<file path="src/rtl/wb_regfile.sv">
// Writeback-stage register file: commits MEM/WB results into 2**ADDR_W entries,
// serves two bypassed combinational read ports, counts retirements and emits a commit trace.
module wb_regfile #(
    parameter int DATA_W = 32,
    parameter int ADDR_W = 5,
    parameter int CNT_W  = 32
) (
    input  logic              clk,
    input  logic              reset,
    input  logic              wb_hold,
    input  logic [DATA_W-1:0] wb_pc,
    input  logic [ADDR_W-1:0] wb_wa,
    input  logic [DATA_W-1:0] wb_wd,
    input  logic [DATA_W-1:0] wb_instr,
    input  logic [ADDR_W-1:0] ra1,
    input  logic [ADDR_W-1:0] ra2,
    output logic [DATA_W-1:0] rd1,
    output logic [DATA_W-1:0] rd2,
    output logic [CNT_W-1:0]  retire_cnt,
    output logic              trace_valid,
    output logic [DATA_W-1:0] trace_pc,
    output logic [ADDR_W-1:0] trace_wa,
    output logic [DATA_W-1:0] trace_wd
);
    localparam int NREG = 1 << ADDR_W;

    logic [DATA_W-1:0] regs [NREG];
    logic              commit;
    logic              we;

    // A held WB stage keeps presenting the same instruction; it must commit only once,
    // on the first cycle the hold is released. A zero instruction word is a bubble.
    assign commit = !reset && !wb_hold && (wb_instr != '0);
    assign we     = commit && (wb_wa != '0);

    always_comb begin
        rd1 = regs[ra1];
        if (ra1 == '0) begin
            rd1 = '0;
        end else if (we && (ra1 == wb_wa)) begin
            rd1 = wb_wd;
        end
    end

    always_comb begin
        rd2 = regs[ra2];
        if (ra2 == '0) begin
            rd2 = '0;
        end else if (we && (ra2 == wb_wa)) begin
            rd2 = wb_wd;
        end
    end

    always_ff @(posedge clk) begin
        if (reset) begin
            for (int i = 0; i < NREG; i++) begin
                regs[i] <= '0;
            end
        end else if (we) begin
            regs[wb_wa] <= wb_wd;
        end
    end

    // Trace fields only change on a commit so a debugger still sees the last one after the pulse.
    always_ff @(posedge clk) begin
        if (reset) begin
            retire_cnt  <= '0;
            trace_valid <= 1'b0;
            trace_pc    <= '0;
            trace_wa    <= '0;
            trace_wd    <= '0;
        end else begin
            trace_valid <= commit;
            if (commit) begin
                retire_cnt <= retire_cnt + CNT_W'(1);
                trace_pc   <= wb_pc;
                trace_wa   <= we ? wb_wa : '0;
                trace_wd   <= we ? wb_wd : '0;
            end
        end
    end
endmodule

</file>
<file path="config.mk">
export PLATFORM = sky130hd
export DESIGN_NAME = wb_regfile
export DESIGN_NICKNAME = d
export VERILOG_FILES = /design/src/rtl/wb_regfile.sv
export SDC_FILE = /design/constraint.sdc
export NUM_CORES = 2
export LEC_CHECK = 0
export ABC_AREA = 0
export CAP_MARGIN = 20
export CORE_MARGIN = 2
export CORE_UTILIZATION = 30
export CTS_CLUSTER_DIAMETER = 200
export DETAILED_ROUTE_END_ITERATION = 12
export PLACE_DENSITY_LB_ADDON = 0.08
export SYNTH_ARGS = -nofsm -noshare
export SYNTH_HDL_FRONTEND = slang
export SYNTH_SLANG_ARGS = --single-unit
</file>
<file path="constraint.sdc">
create_clock -name clk -period 4.6 [get_ports clk]
set_input_delay 0.92 -clock clk [delete_from_list [all_inputs] [get_ports clk]]
set_output_delay 0.92 -clock clk [all_outputs]
set_load 0.005 [all_outputs]
</file>
== Yosys cells after proc, flatten, opt, wreduce, memory -nomap -nowiden ==
Memories as Yosys holds them, arrays and structs flattened.
Index checks and enable logic that the tools add are counted.
Storage, ports and cells
  output and inout port bits: 166
  register bits: 102
  memories: 1
  RAM bits: 1024
  word-level logic and storage cells: 35
Cells by class
  eq/ne operators: 2
  reduce and logical (&&, ||, !) cells: 12
  muxes and demuxes: 14
  add/subtract/negate cells: 1
Memories
  regs: words 32, width 32, read ports 2, clocked after Yosys merged registers in 0, wr ports 32, RTL line 27  | logic [DATA_W-1:0] regs [NREG];
Operators by type and width (number)
  32-bit two-way mux: 6
  32-bit by 1-bit adder with 32-bit output, second input constant: 1
  32-bit nonzero test: 1
  32-bit OR reduction: 1
  5-bit == test: 2
  5-bit logical NOT: 2
  5-bit two-way mux: 2
  1-bit two-way mux: 6
  1-bit logical AND: 5
  5-bit nonzero test: 1
  1-bit logical NOT: 2

== Longest topological paths before layout ==
  depth after elaboration: 9
  mapped depth: 10
  depth with buffers taken out: 6

== Worst setup path before layout ==
OpenSTA, ideal clock, no wires.
  path kind: input to register
  start point: input port wb_hold
  end point: memory regs[16][0], enable pin
  arrival time: 4.320 ns
  data required time: 4.134 ns
  stages on the path: 6
  buffers on the path: 2
  setup slack: -0.186 ns
  path through: nor2_4 -> o21ai_1 -> or4_1 -> clkbuf_1 -> buf_2 -> o21ai_0
RTL lines
  start: declaration: RTL line 10  | input logic wb_hold,
  end: declaration: RTL line 27

== Final worst setup path ==
  start point: input port ra2[3]
  end point: output port rd2[8]
Between the ends
  cells in the longest elaborated chain, start to end: 4
Ends and longest elaborated chain
  start: declaration: RTL line 16  | input logic [ADDR_W-1:0] ra2,
  branches (longest 3 deep; another with memory read 32 x 32 bit)
  32-bit two-way mux (*): RTL line 47  | if (ra2 == '0) begin
  end: declaration: RTL line 18  | output logic [DATA_W-1:0] rd2,
Mark *: on every way between the ends.

==> flow_summary.ini <==
[die]
die_x_um = 447
die-area_um2 = 200000
std_cell_rows = 162
core_um2 = 195000
ios = 280
start_util = 0.302
die_h_um = 447

[outcome]
violations = setup timing
status = finished with violations

[synthesis]
synth_edf_count = 1024
synth_top_cell_by_area = edfxtp_1
ys.flop_type = edfxtp_1
ys_types = 72
async_reset_ff_frac = 0
ys_ff_latch = 1126
syn-cell-area_um2 = 58800
netlist_instances = 4555
avgSynthCellArea_um2 = 12.9
seq_area_frac_synth = 0.557
ys.warnings.count = 0
synth_top_area_frac = 0.523
synth.area.top_cells = edfxtp_1, mux4_2, nor2_1

[global_routing]
grt.total_usage = 0.293
grt.overflow.total = 0
grt_pass1_wl_um = 399000
antenna_found_initial = 18
grt_max_degree = 122
first_global_vias = 45600

[route]
ant_nets = 0
drt-pass1-iter-count = 6
routed-via-count = 45100
drc = 0
vias_per_cell = 5.81
wl_um = 297000
first_iter_violations = 4856
post_drt_wl_per_cell_um = 38.3

[critical_path]
max_stage_delay_ns = 0.71
reg2reg_to = retire_cnt[29]
worstPathRequired_ns = 3.68
path_buf_inv = 2
worstReg2RegStart = retire_cnt[3]
startpoint_type = input pin
worst-endpoint-arrival_ns = 3.72
r2r_cells = 5
critPathMostFrequentCell = nor3_1
r2r_slack_ns = 2.35
critPathSlowestCell = nor3_1
crit_fanout = 10
path_class = in -> out
crit_chain = buf_2 > nand2_1 > nor3_1 > nor3_1 > a21oi_1 > clkdlybuf4s50_1
critPathTopFamily = simple AND/OR/NAND/NOR gates
end_kind = primary output

[pwr]
peakVddDrop_v = 0.000343
switchingPower_w = 0.00754
pwr_density_cell_nw_per_um2 = 370
share_seq_of_total_power = 0.443
switching_share = 0.278
p_int_w = 0.0195
leakagePower_nw = 24.6
pwr-share-comb = 0.157
clockPowerShare = 0.400

[sta]
max_slew_margin = 0.224
period_share = 1.01
setup_viol = 1
setup_slack_ns = -0.0422
finalClockSkew_ns = 0.00829
fmax_mhz = 215
worst_pin_slew_ns = 1.16
finalHoldViolations = 0
rsz0062_at_grt = no
setup_tns_ns = -0.0422
drv_slew = 0
finalCriticalPeriod_ns = 4.64

[clock_tree]
h-tree-depth = 4
cts.sinks = 1126
cts_tree = done
cts_hold_buf = 0
clk_latency_ns = 0.80
clock_path_buffers = 3
cts_made_buffers = 139
clkSlewWorstSetupHoldPaths_ns = 0.06
root_buffer = clkbuf_16

[layout]
syn_to_final_growth_pct = 24.3
final_common_cell = edfxtp_1
final_nets = 5145
drive_gt1_frac = 0.259
mostFrequentLayoutCells = edfxtp_1, nor2_1, mux4_2
nFillCells = 18800
final_util = 0.375

[min_path]
hold_depth = 2
min_from = trace_pc[22]
hold_class = reg -> reg
hold_path_end = trace_pc[22]

[placement]
io_buffers = 279
dp_hpwl_um = 199000
gp_congestion = 0.874

[flow_run]
max_cap_violations = 0
-- cells in the mapped netlist, drive strengths merged, types with 15 or more instances --
| cell type | instances |
|---|---|
| inv | 51 |
| a22o | 20 |
| o21ai | 44 |
| nor3 | 94 |
| dfxtp | 102 |
| edfxtp | 1024 |
| a221oi | 26 |
| o31ai | 42 |
| a21o | 15 |
| a31oi | 21 |
| mux2 | 125 |
| nand2 | 330 |
| clkbuf | 254 |
| nor4 | 80 |
| a21oi | 138 |
| mux4 | 397 |
| a22oi | 142 |
| mux2i | 123 |
| nor2 | 684 |
| a211oi | 80 |
| o22ai | 43 |
| a311oi | 20 |
| buf | 210 |
| and3 | 134 |
| and2 | 165 |
| o221ai | 30 |
| nor2b | 25 |
-- registers in the layout (all words and copies together) (netlist names) --
register and flops:
regs 1024, trace_wd 32, retire_cnt 32, trace_valid 1, trace_wa 5, trace_pc 32
-- how the worst max path moves through the flow --
stage / from / to / depth (start not counted)
3_5_place_dp: ra1[0] / rd1[5] / 9
2_1_floorplan: wb_hold / regs[16][0] / 6
5_1_grt: ra2[0] / rd2[29] / 11
6_report: ra2[3] / rd2[8] / 6
4_1_cts: ra1[0] / rd1[12] / 9
3_3_place_gp: ra1[0] / rd1[5] / 9
-- timing repair --
action,4_1_cts,5_1_grt
pin swaps,4,2
buffers inserted,0,1
resized for setup,37,13
cloned,1,1
endpoints found under the setup margin,64,40
-- metal layers --
| layer | global-route usage | vias up | routed length (um) |
|---|---|---|---|
| li1 | - | 18500 | - |
| met4 | 0.172 | 8 | 21000 |
| met3 | 0.0453 | 491 | 18600 |
| met1 | 0.365 | 24100 | 117000 |
| met5 | 0 | - | 62 |
| met2 | 0.484 | 2075 | 141000 |
-- worst register-to-register path, cell delays in order, from the launching register on --
cell     delay (ns)
dfxtp_1        0.45
nand4_1        0.22
nor3_2         0.46
nand3_1        0.33
or4_1          0.57
a21oi_1        0.14
-- cells by family (layout without fill, tap and decap cells) --
family | Yosys count | after routing | share of synthesized area
mux | 645 | 645 | 0.197
buf+inv | 518 | 1067 | 0.0392
compound gates | 660 | 660 | 0.0785
flops | 1126 | 1126 | 0.557
other cells | 1 | 35 | 0.0000637
simple gates | 1578 | 1578 | 0.124
xor+xnor | 26 | 26 | 0.00387
fa+ha+maj | 1 | 1 | 0.000213
-- metrics by stage --
stage                     power [W]  hold slack [ns]  std cells  setup slack [ns]  instance area, um2
after global placement       0.0164            0.441       7510            -0.406               68500
after CTS                    0.0272            0.455       7757           0.00791               73000
after global routing         0.0277            0.473       7759           0.00532               73100
after detailed placement     0.0164            0.448       7510            -0.406               68500
after floorplan              0.0140            0.453       4586            -0.186               59000
final                        0.0271            0.454       7762           -0.0422               73100
-- power groups by stage --
stage	clock network, W	logic [W]	registers, W
2_1_floorplan	0	0.00188	0.0121
3_3_place_gp	0	0.00420	0.0122
3_5_place_dp	0	0.00420	0.0122
4_1_cts	0.0110	0.00423	0.0120
5_1_grt	0.0114	0.00435	0.0120
6_report	0.0108	0.00426	0.0120
-- area by class of cell --
| cell class | instances | area [um2] | area share |
|---|---|---|---|
| inverter | 54 | 203 | 0.00277 |
| clock inverter | 66 | 594 | 0.00813 |
| sequential | 1126 | 32800 | 0.448 |
| clock buffer | 180 | 3740 | 0.0511 |
| tap | 2624 | 3280 | 0.0449 |
| antenna | 3 | 7.51 | 0.000103 |
| multi-input combinational | 2942 | 24400 | 0.334 |
| timing repair buffer | 767 | 8090 | 0.111 |
No activity file was read; power rests on OpenSTA's default activity.
